[config.mk]
export PLATFORM = sky130hd
export DESIGN_NAME = jtframe_dcadd
export DESIGN_NICKNAME = d
export VERILOG_FILES = /design/src/rtl/jtframe_dcadd.sv
export SDC_FILE = /design/constraint.sdc
export NUM_CORES = 1
export LEC_CHECK = 0
export ABC_AREA = 1
export CORE_UTILIZATION = 30
export CTS_BUF_LIST = sky130_fd_sc_hd__clkbuf_4 sky130_fd_sc_hd__clkbuf_8 sky130_fd_sc_hd__clkbuf_16
export DETAILED_ROUTE_END_ITERATION = 6
export PLACE_DENSITY = 0.6
export REMOVE_ABC_BUFFERS = 1
export SYNTH_ARGS = -nofsm -noshare
export SYNTH_HDL_FRONTEND = slang
export SYNTH_SLANG_ARGS = --single-unit
[constraint.sdc]
create_clock -name clk -period 1.6 [get_ports clk]
set_clock_uncertainty 0.05 [all_clocks]
set_input_delay 0.4 -clock clk [delete_from_list [all_inputs] [get_ports clk]]
set_output_delay 0.4 -clock clk [all_outputs]
set_load 0.01 [all_outputs]
[src/rtl/jtframe_dcadd.sv]
// jtframe_dcadd
// DC re-insertion stage. Takes signed audio (for example the output of a
// DC-removal filter) and turns it into unsigned samples for a DAC or PWM
// driver. Power-up and mute never pop: while the audio is gated, the output
// ramps linearly between 0 and midscale.
//
// Parameters
//   SW    sample width for din and dout (>= 4)
//   RDIV  log2 of samples per 1-LSB ramp step
//
// Ports
//   clk     system clock
//   rst_n   asynchronous reset, active low
//   sample  one-clock sample strobe; all state advances only when it is high
//   din     signed audio input
//   mute    1 = ramp down to 0, 0 = ramp up and pass audio
//   dout    unsigned audio output, registered
//   ready   high while audio is passing (RUN and zero-cross wait)
//   pdm     1-bit PDM of dout, or constant 0
//
// Optional feature
//   JTFRAME_DCADD_PDM_EN  when defined, pdm is the carry of a first-order
//                         sigma-delta accumulator fed by dout on every clock.
//                         When undefined, pdm is tied to 0.

module jtframe_dcadd #(
    parameter int SW   = 8,
    parameter int RDIV = 2
) (
    input  logic          clk,
    input  logic          rst_n,
    input  logic          sample,
    input  logic [SW-1:0] din,
    input  logic          mute,
    output logic [SW-1:0] dout,
    output logic          ready,
    output logic          pdm
);

    typedef enum logic [2:0] {OFF, UP, RUN, ZCW, DOWN} state_t;

    // RDIV=0 still needs one prescaler bit; with RDIV=0 every sample wraps.
    localparam int            PW        = (RDIV > 0) ? RDIV : 1;
    localparam logic [PW-1:0] PRESC_MAX = {PW{1'b1}};
    localparam logic [SW-1:0] MID       = {1'b1, {(SW-1){1'b0}}};
    localparam logic [SW-1:0] ONE       = SW'(1);

    state_t        st, st_nx;
    logic [SW-1:0] offset, offset_nx;
    logic [PW-1:0] presc, presc_nx;
    logic [7:0]    zct, zct_nx;
    logic [SW-1:0] prevdin;
    logic [SW-1:0] dout_nx;
    logic          ready_nx;

    logic [SW-1:0] audio;
    logic          wrap;
    logic          zc;

    // Adding midscale to a signed sample is exactly an MSB inversion.
    assign audio = {~din[SW-1], din[SW-2:0]};
    assign wrap  = (RDIV == 0) || (presc == PRESC_MAX);
    assign zc    = (din == '0) || (din[SW-1] != prevdin[SW-1]);

    // State and datapath registers, advanced only on sample strobes.
    always_ff @(posedge clk or negedge rst_n) begin
        if (!rst_n) begin
            st      <= OFF;
            offset  <= '0;
            presc   <= '0;
            zct     <= '0;
            prevdin <= '0;
            dout    <= '0;
            ready   <= 1'b0;
        end else if (sample) begin
            st      <= st_nx;
            offset  <= offset_nx;
            presc   <= presc_nx;
            zct     <= zct_nx;
            prevdin <= din;
            dout    <= dout_nx;
            ready   <= ready_nx;
        end
    end

    // Next-state logic. A state change keeps the current offset so ramps
    // reverse without a jump; only the UP->RUN and DOWN->OFF exits take
    // their final step on the same update.
    always_comb begin
        st_nx     = st;
        offset_nx = offset;
        presc_nx  = wrap ? '0 : presc + PW'(1);
        zct_nx    = '0;
        dout_nx   = dout;
        ready_nx  = 1'b0;
        case (st)
            OFF: begin
                offset_nx = '0;
                dout_nx   = '0;
                if (!mute) st_nx = UP;
            end
            UP: begin
                if (mute) begin
                    st_nx   = DOWN;
                    dout_nx = offset;
                end else if (offset == MID || (wrap && offset == MID - ONE)) begin
                    st_nx     = RUN;
                    offset_nx = MID;
                    dout_nx   = MID;
                    ready_nx  = 1'b1;
                end else begin
                    offset_nx = wrap ? offset + ONE : offset;
                    dout_nx   = offset_nx;
                end
            end
            RUN: begin
                dout_nx  = audio;
                ready_nx = 1'b1;
                if (mute) st_nx = ZCW;
            end
            ZCW: begin
                if (!mute) begin
                    st_nx    = RUN;
                    dout_nx  = audio;
                    ready_nx = 1'b1;
                end else if (zc || zct == 8'hFF) begin
                    st_nx   = DOWN;
                    dout_nx = offset;
                end else begin
                    zct_nx   = zct + 8'd1;
                    dout_nx  = audio;
                    ready_nx = 1'b1;
                end
            end
            DOWN: begin
                if (!mute) begin
                    st_nx   = UP;
                    dout_nx = offset;
                end else if (offset == '0 || (wrap && offset == ONE)) begin
                    st_nx     = OFF;
                    offset_nx = '0;
                    dout_nx   = '0;
                end else begin
                    offset_nx = wrap ? offset - ONE : offset;
                    dout_nx   = offset_nx;
                end
            end
            default: begin
                st_nx     = OFF;
                offset_nx = '0;
                dout_nx   = '0;
            end
        endcase
        if (st_nx != st) presc_nx = '0;
    end

`ifdef JTFRAME_DCADD_PDM_EN
    logic [SW:0] acc;

    // First-order sigma-delta: the carry out is the PDM bit.
    always_ff @(posedge clk or negedge rst_n) begin
        if (!rst_n) acc <= '0;
        else        acc <= {1'b0, acc[SW-1:0]} + {1'b0, dout};
    end

    assign pdm = acc[SW];
`else
    assign pdm = 1'b0;
`endif

endmodule
==> out/results.ini, run 1 <==
[route]
via_count = 2419
vias_per_cell = 4.74
drt_wl_total_mm = 6.40
wl_per_cell_um = 12.5
drt_pass1_iterations = 4
drt_iter0_drc = 131
detail-route-antenna-nets = 0
drc = 0

[cells_and_area]
syn_to_final_growth_pct = 55.6
num-fill-cells = 703
nNetsFinal = 430
post_route_cells_drive_above_1_share_pct = 38.2
layout_common_cells = nand2_1 (84), buf_4 (66), dfrtp_1 (31)
layout.cells.most_common = nand2_1
n_antenna_cell = 0

[flow_run]
max_cap_viol_count = 0

[grt]
grt_remaining_overflow = 0
grtUsageTotal_pct = 18.0
grt_start_max_net_pins = 32
antenna_found_initial = 0
grt_first_pass_wirelength_mm = 10.6
via_count_of_the_first_global_routing_pass = 2315

[timing]
min_period_ns = 1.74
finalWorstSetupSlack_ns = -0.143
final_min_period_over_clock_period_pct = 109
report.final.slew_viol_count = 0
timing.final.setup_violations = 23
rsz_0062_raised_after_global_routing = yes
fmax_mhz = 574
timing_hold_violations_final = 0
worst_hold_slack_ns = 0.416
tns_setup_ns = -1.85

[critical_path]
cp.required_ns = 1.74
worst-setup-path-type = flip-flop to flip-flop
critical_path.max_fanout = 4
critical_path_arrival_ns = 1.88
crit-reg2reg-capture = dout[3]
worstSetupEndpointType = flip-flop
timing.reg2reg.worst_path_depth = 11
r2r-start = offset[0]
critPathLaunchType = flip-flop
reg2reg_setup_slack_ns = -0.14

[synth]
synth_warnings = 0
seq_area_frac_synth_pct = 35.8
synth.ff_latch_count = 31
synthDistinctLibCells = 30
netlist_instances = 323
synth_area_um2 = 2170
synth.avg_cell_area_um2 = 6.71

[min_path]
min_path_type = primary input to async pin

[placed_design]
buffer_ports.inserted = 20
gp_congestion = 0.881
place_worst_setup_slack_ns = -0.667
dp_hpwl_mm = 4.67

[clocking]
clock_path_buffers = 2
cts_max_level = 2
tritoncts_clock_tree = yes
clkTransAtPathRegs_ns = 0.08
post_cts_hold_buffers = 0
cts_root_buffer = clkbuf_8
cts_inserted_buffers = 5
tritoncts_sink_count = 31
clk-insertion-delay-late_ns = 0.29

[outcome]
violated_checks = setup timing
outcome = finished, violations left

[floorplanning]
floorplan.rows = 30
dieWidth_um = 87.0
initial_utilization_pct = 31.5
design.portCount = 22
chip_height_um = 87.0
fp.dieArea_um2 = 7560
coreArea_um2 = 6870

[power_and_ir_drop]
p_leak_nw = 1.72
vdd_ir_drop_max_mv = 0.366
power_per_cell_area_nw_per_um2 = 773
design_power_total_mw = 2.60

-- metrics by stage --
step / instances / utilization [%] / instance area [µm²]
floorplan: 314 / - / 2110
global placement: 492 / 42.4 / 2910
detailed placement: 492 / 42.4 / 2910
CTS: 505 / 45.7 / 3140
global route: 510 / 49.1 / 3370
finish: 510 / 49.1 / 3370
-- cells by family after synthesis --
group / count (synthesis) / share of synthesized area [%]
other: 1 / 0.173
AND/OR/NAND/NOR: 190 / 38.1
AO/OA/AOI/OAI: 42 / 10.2
buffers and inverters: 43 / 8.38
adder cells (fa/ha/maj): 5 / 2.89
XOR/XNOR: 11 / 4.45
flip-flops: 31 / 35.8
-- report_power, final --
| group | switching, mW | internal, mW |
|---|---|---|
| clock network | 0.311 | 0.504 |
| logic | 0.473 | 0.375 |
| registers | 0.0749 | 0.867 |
| total | 0.859 | 1.75 |
-- registers in the layout, indices dropped and copies added (netlist names) --
signal and cells:
zct 8, presc 2, prevdin 1, offset 8, ready 1, st 3
dout 8
-- critical path: stages (launching register included) --
cell,delay [ns]
dfrtp_1,0.41
buf_6,0.13
ha_1,0.14
nand2_1,0.06
a21oi_2,0.19
nand3_2,0.11
nand2_4,0.14
a21oi_2,0.05
nor2_2,0.14
nand3_1,0.10
nand2_1,0.08
nand2_1,0.05
-- synth_stat cells, drive strengths merged --
cell type	n	area, µm²
inv	33	124
xnor2	2	17.5
and2	1	6.26
nand4	10	62.6
conb	1	3.75
nand3b	1	7.51
nor3	5	25.0
dfrtp	31	776
o21bai	1	7.51
xor2	9	78.8
a22o	1	8.76
nor2	39	169
clkbuf	2	7.51
buf	7	46.3
ha	5	62.6
o22ai	1	6.26
nand3	27	140
nand2	107	414
a21oi	7	38.8
o21ai	32	160
clkinv	1	3.75
-- timing repair --
item                       in CTS  in global routing
resized for setup              47                 62
pin swaps                      17                 41
hold endpoints to repair        0                  0
setup buffers                   5                  5
setup endpoints to repair      39                 30
-- cell type report --
class / instances / area (µm²) / share of cell area (%)
Tap cell: 96 / 120 / 3.56
Clock inverter: 2 / 35.0 / 1.04
Inverter: 34 / 133 / 3.93
Multi-Input combinational cell: 249 / 1470 / 43.7
Timing Repair Buffer: 92 / 751 / 22.3
Sequential cell: 31 / 776 / 23.0
Clock buffer: 6 / 82.6 / 2.45
-- layer usage --
metal | global-route usage (%) | wire length, µm
met3 | 3.41 | 226
met5 | 0 | 0
met4 | 5.30 | 91
met1 | 23.7 | 2940
met2 | 29.8 | 3140
-- worst max path at each step --
stage | from | to | depth (start not counted)
4_1_cts | presc[1] | dout[7] | 13
3_5_place_dp | mute | presc[1] | 9
2_1_floorplan | offset[0] | dout[7] | 13
5_1_grt | offset[0] | dout[6] | 11
6_report | offset[0] | dout[3] | 11
3_3_place_gp | mute | presc[1] | 9
Power figures use the tool's default switching activity.
==> run 2: changes to the inputs <==
--- a/config.mk
+++ b/config.mk
@@ -11,6 +11,7 @@
 export DETAILED_ROUTE_END_ITERATION = 6
 export PLACE_DENSITY = 0.6
 export REMOVE_ABC_BUFFERS = 1
+export SKIP_CTS_REPAIR_TIMING = 1
 export SYNTH_ARGS = -nofsm -noshare
 export SYNTH_HDL_FRONTEND = slang
 export SYNTH_SLANG_ARGS = --single-unit
==> run 2 against run 1 <==
Net effect:
- die area unchanged
- largest power group unchanged
- non-clock buffer count is 3 lower
- first-iteration DRC count is the same
- the run still ends with setup timing left
- critical path depth decreased by 1
- worst hold slack better by 0.0010 ns
- clock power about the same
==> out/results.ini, run 2 (synthesis results as in run 1) <==
[timing]
worst_hold_slack_ns = 0.417  ; +0.00103 ns
timing_hold_violations_final = 0  ; unchanged
min_period_ns = 1.77  ; +0.0249 ns
final_min_period_over_clock_period_pct = 110  ; +1.6 points
timing.final.setup_violations = 23  ; unchanged
tns_setup_ns = -2.38  ; -0.531 ns
rsz_0062_raised_after_global_routing = yes
finalWorstSetupSlack_ns = -0.168  ; -0.0249 ns
fmax_mhz = 566  ; -1.4%
report.final.slew_viol_count = 0  ; unchanged

[grt]
via_count_of_the_first_global_routing_pass = 2258  ; -2.5%
grt_first_pass_wirelength_mm = 10.3  ; -2.6%
grt_remaining_overflow = 0  ; unchanged
antenna_found_initial = 0  ; unchanged
grt_start_max_net_pins = 32  ; unchanged
grtUsageTotal_pct = 17.5  ; -0.48 points

[route]
drc = 0  ; unchanged
vias_per_cell = 4.66  ; -1.7%
detail-route-antenna-nets = 0  ; unchanged
wl_per_cell_um = 12.7  ; +1.5%
drt_wl_total_mm = 6.46  ; +0.91%
drt_iter0_drc = 131  ; unchanged
drt_pass1_iterations = 4  ; unchanged
via_count = 2365  ; -2.2%

[power_and_ir_drop]
power.switching_uw = 840  ; -2.2%
vdd_ir_drop_max_mv = 0.355  ; -3.1%
power.clock.fraction_pct = 31.4  ; about the same
pwr-share-comb_pct = 32.2  ; -0.4 points
power_per_cell_area_nw_per_um2 = 757  ; -2.0%
swShare_pct = 32.4  ; -0.58 points
p_leak_nw = 1.92  ; +11%
intPower_mw = 1.75  ; +0.42%
design_power_total_mw = 2.59  ; -0.44%
share_seq_of_total_power_pct = 36.3  ; +0.2 points

[placed_design]
buffer_ports.inserted = 20  ; unchanged
dp_cells = 492  ; unchanged
place_worst_setup_slack_ns = -0.667  ; unchanged
gp_congestion = 0.881  ; unchanged
dp_hpwl_mm = 4.67  ; unchanged
detailed_place.area_um2 = 2910  ; unchanged

[outcome]
violated_checks = setup timing
outcome = finished, violations left

[critical_path]
timing.reg2reg.worst_path_depth = 10  ; -1
critPathLaunchType = flip-flop
cp.required_ns = 1.73  ; about the same
critical_path.max_fanout = 4  ; unchanged
worstSetupStartpoint = offset[1]
r2r-start = offset[1]
cp-endpoint = dout[2]
crit-reg2reg-capture = dout[2]
reg2reg_setup_slack_ns = -0.17  ; -0.02 ns
worst-setup-path-type = flip-flop to flip-flop
worstSetupEndpointType = flip-flop
critical_path_arrival_ns = 1.90  ; +0.02 ns

[cells_and_area]
finish.instance_area_um2 = 3420  ; +1.6%
n_antenna_cell = 0  ; unchanged
layoutNonFillerInstCount = 507  ; -0.59%
layout_common_cells = nand2_1 (83), buf_4 (64), dfrtp_1 (30)
layout.cells.most_common = nand2_1
finalCoreUtilization_pct = 49.9  ; +0.78 points
nNetsFinal = 427  ; -0.70%
biggestRegsByFlops = dout x8, offset x8, zct x8
syn_to_final_growth_pct = 58.1
post_route_cells_drive_above_1_share_pct = 36.5  ; -1.7 points

[floorplanning]
dieWidth_um = 87.0  ; unchanged
chip_height_um = 87.0  ; unchanged
floorplan.rows = 30  ; unchanged
initial_utilization_pct = 31.5  ; unchanged
coreArea_um2 = 6870  ; unchanged
design.portCount = 22  ; unchanged
fp.dieArea_um2 = 7560  ; unchanged

[clocking]
cts_max_level = 2  ; unchanged
cts_inserted_buffers = 5  ; unchanged
clock_path_buffers = 2  ; unchanged
cts_root_buffer = clkbuf_8
tritoncts_sink_count = 31  ; unchanged
clk-insertion-delay-late_ns = 0.29  ; about the same
tritoncts_clock_tree = yes
clkTransAtPathRegs_ns = 0.07  ; about the same

[min_path]
min_path_type = primary input to async pin

[flow_run]
max_cap_viol_count = 0  ; unchanged

[run 2: routing by layer]
layer,up-vias,global-route usage [%],wire length (µm)
li1,1201,-,-
met1,1104,23.6,2980
met2,49,29.1,3180
met3,11,2.37,202
met4,0,5.00,98
met5,-,0,0
[run 2: area by class of cell]
class | instances | area, µm²
clock buffer | 6 | 82.6
clock inverter | 2 | 35.0
fill | 689 | 3440
inverter | 34 | 138
multi-input combinational | 249 | 1480
sequential | 31 | 777
tap | 96 | 120
timing repair buffer | 89 | 791
[run 2: critical path, cell delays in order, from the launching register on]
cell     delay, ns
dfrtp_1       0.43
inv_2         0.14
ha_4          0.14
nand2_2       0.05
a21oi_2       0.19
nand3_2       0.11
nand2_4       0.14
buf_4         0.12
o22ai_1       0.09
o21ai_1       0.16
nand2_1       0.06
[run 2: worst min-delay path by stage]
stage / to / slack, ns
floorplan: dout[0] / 0.05
global placement: dout[4] / 0.41
detailed placement: dout[6] / 0.41
CTS: zct[6] / 0.43
global route: zct[6] / 0.44
finish: zct[6] / 0.42
[run 2: power by group through the flow]
stage          clock network [mW]  registers [mW]  logic (mW)
2_1_floorplan                   0           0.950       0.340
3_3_place_gp                    0           0.937       0.699
3_5_place_dp                    0           0.940       0.714
4_1_cts                     0.838           0.927       0.721
5_1_grt                     0.856           0.953       0.942
6_report                    0.814           0.943       0.836
==> run 3: changes to the inputs <==
--- a/config.mk
+++ b/config.mk
@@ -9,6 +9,8 @@
 export CORE_UTILIZATION = 30
 export CTS_BUF_LIST = sky130_fd_sc_hd__clkbuf_4 sky130_fd_sc_hd__clkbuf_8 sky130_fd_sc_hd__clkbuf_16
 export DETAILED_ROUTE_END_ITERATION = 6
+export HOLD_SLACK_MARGIN = 0.12
+export MAX_ROUTING_LAYER = met4
 export PLACE_DENSITY = 0.6
 export REMOVE_ABC_BUFFERS = 1
 export SKIP_CTS_REPAIR_TIMING = 1
==> run 3 against run 2 <==
Net effect:
- the flow still finishes with violations (setup timing)
- cell count rose by 0.79%
- worst setup slack improved by 0.0086 ns
- sequential power barely moved
- critical endpoint is now dout[3]
==> out/results.ini, run 3 (synthesis results as in run 1) <==
[timing]
final_min_period_over_clock_period_pct = 110  ; -0.54 points
finalWorstSetupSlack_ns = -0.159  ; +0.00862 ns
timing.final.setup_violations = 20  ; -13%
fmax_mhz = 568  ; +0.49%
rsz_0062_raised_after_global_routing = yes
timing_hold_violations_final = 0  ; unchanged
min_period_ns = 1.76  ; -0.00862 ns
report.final.slew_viol_count = 0  ; unchanged
worst_hold_slack_ns = 0.416  ; -0.00119 ns

[cells_and_area]
biggestRegsByFlops = dout x8, offset x8, zct x8
post_route_cells_drive_above_1_share_pct = 37.1  ; +0.61 points
nNetsFinal = 431  ; +0.94%
layout_common_cells = nand2_1 (85), buf_4 (68), dfrtp_1 (31)
layoutNonFillerInstCount = 511  ; +0.79%
layout.cells.most_common = nand2_1
syn_to_final_growth_pct = 58.5
n_antenna_cell = 0  ; unchanged

[floorplanning]
fp.dieArea_um2 = 7560  ; unchanged
design.portCount = 22  ; unchanged
coreArea_um2 = 6870  ; unchanged
floorplan.rows = 30  ; unchanged
initial_utilization_pct = 31.5  ; unchanged
chip_height_um = 87.0  ; unchanged
dieWidth_um = 87.0  ; unchanged

[critical_path]
critPathLaunchType = flip-flop
critical_path_arrival_ns = 1.89  ; about the same
timing.reg2reg.worst_path_depth = 11  ; +1
critical_path.max_fanout = 4  ; unchanged
cp.required_ns = 1.73  ; about the same
worstSetupEndpointType = flip-flop
worst-setup-path-type = flip-flop to flip-flop

[route]
wl_per_cell_um = 12.6  ; -1.2%
detail-route-antenna-nets = 0  ; unchanged
via_count = 2379  ; +0.59%
drc = 0  ; unchanged
drt_pass1_iterations = 4  ; unchanged
drt_wl_total_mm = 6.43  ; -0.39%
vias_per_cell = 4.66  ; -0.20%
drt_iter0_drc = 116  ; -11%

[placed_design]
gp_congestion = 0.861  ; -2.3%
buffer_ports.inserted = 20  ; unchanged
place_worst_setup_slack_ns = -0.686  ; -0.0188 ns
dp_cells = 492  ; unchanged
dp_hpwl_mm = 4.60  ; -1.4%

[power_and_ir_drop]
power_per_cell_area_nw_per_um2 = 764  ; +0.94%
vdd_ir_drop_max_mv = 0.409  ; +15%
p_leak_nw = 1.91  ; -0.67%

[outcome]
outcome = finished, violations left
violated_checks = setup timing

[clocking]
clkTransAtPathRegs_ns = 0.07  ; about the same
clk-insertion-delay-late_ns = 0.29  ; about the same
tritoncts_clock_tree = yes
cts_max_level = 2  ; unchanged
cts_inserted_buffers = 5  ; unchanged
cts_root_buffer = clkbuf_8
tritoncts_sink_count = 31  ; unchanged
clock_path_buffers = 2  ; unchanged

[grt]
via_count_of_the_first_global_routing_pass = 2176  ; -3.6%
grt_remaining_overflow = 0  ; unchanged
most_used_layer_global_route = met2
globalRouteMet2Util_pct = 28.6  ; -0.43 points
grt_start_max_net_pins = 32  ; unchanged
antenna_found_initial = 0  ; unchanged
met3_track_demand_over_resource_pct = 2.84  ; +0.47 points
grtUsageTotal_pct = 18.0  ; +0.50 points
grt_first_pass_wirelength_mm = 10.1  ; -1.3%
grtUsageMet1_pct = 23.8  ; +0.20 points

[min_path]
min_path_type = primary input to async pin

[flow_run]
max_cap_viol_count = 0  ; unchanged

-- run 3: changes by cell type in the layout (fill, tap and decap cells not counted), sizes merged --
| cell | change |
|---|---|
| buf | +4 |
-- run 3: routing by layer --
metal	routed length (µm)	vias to the layer above
met3	221	5
met4	70	0
met1	2970	1110
met5	0	-
met2	3170	47
li1	-	1217
-- run 3: worst paths after layout --
check	startpoint	end	slack, ns
max	offset[0]	dout[3]	-0.16
min	rst_n	zct[6]	0.42
max reg2reg	offset[0]	dout[3]	-0.16
min reg2reg	dout[4]	dout[4]	0.42
max in group asynchronous	rst_n	st[1]	0.90
min in group clk	dout[4]	dout[4]	0.42
-- run 3: per-stage QoR --
step	TNS [ns]	utilization [%]	area [µm²]	power [mW]
floorplan	-0.0826	-	2110	1.29
global placement	-14.62	42.4	2910	1.64
detailed placement	-15.53	42.4	2910	1.65
CTS	-7.11	44.1	3030	2.48
global route	-4.07	50.0	3430	2.79
finish	-1.59	50.0	3430	2.62
-- run 3: worst max-delay path: stages (launching register included) --
cell and delay (ns):
dfrtp_1 0.41, buf_6 0.13, ha_1 0.13, nand2_1 0.06
a21oi_2 0.18, nand3_2 0.11, nand2_4 0.16, a21oi_2 0.05
nor2_2 0.13, nand3_1 0.12, nand2_1 0.08, nand2_1 0.05
-- run 3: area by class of cell --
| cell class | count | area (µm²) |
|---|---|---|
| multi-input cells | 249 | 1460 |
| clock buffers | 6 | 82.6 |
| inverters | 34 | 135 |
| well taps | 96 | 120 |
| fillers | 666 | 3440 |
| repair buffers | 93 | 821 |
| clock inverters | 2 | 35.0 |
| flip-flops and latches | 31 | 776 |
-- run 3: power breakdown --
group	internal (mW)	switching, mW	total, mW
Sequential	0.867	0.0762	0.943
Combinational	0.400	0.463	0.863
Clock	0.504	0.313	0.817
Total	1.77	0.853	2.62
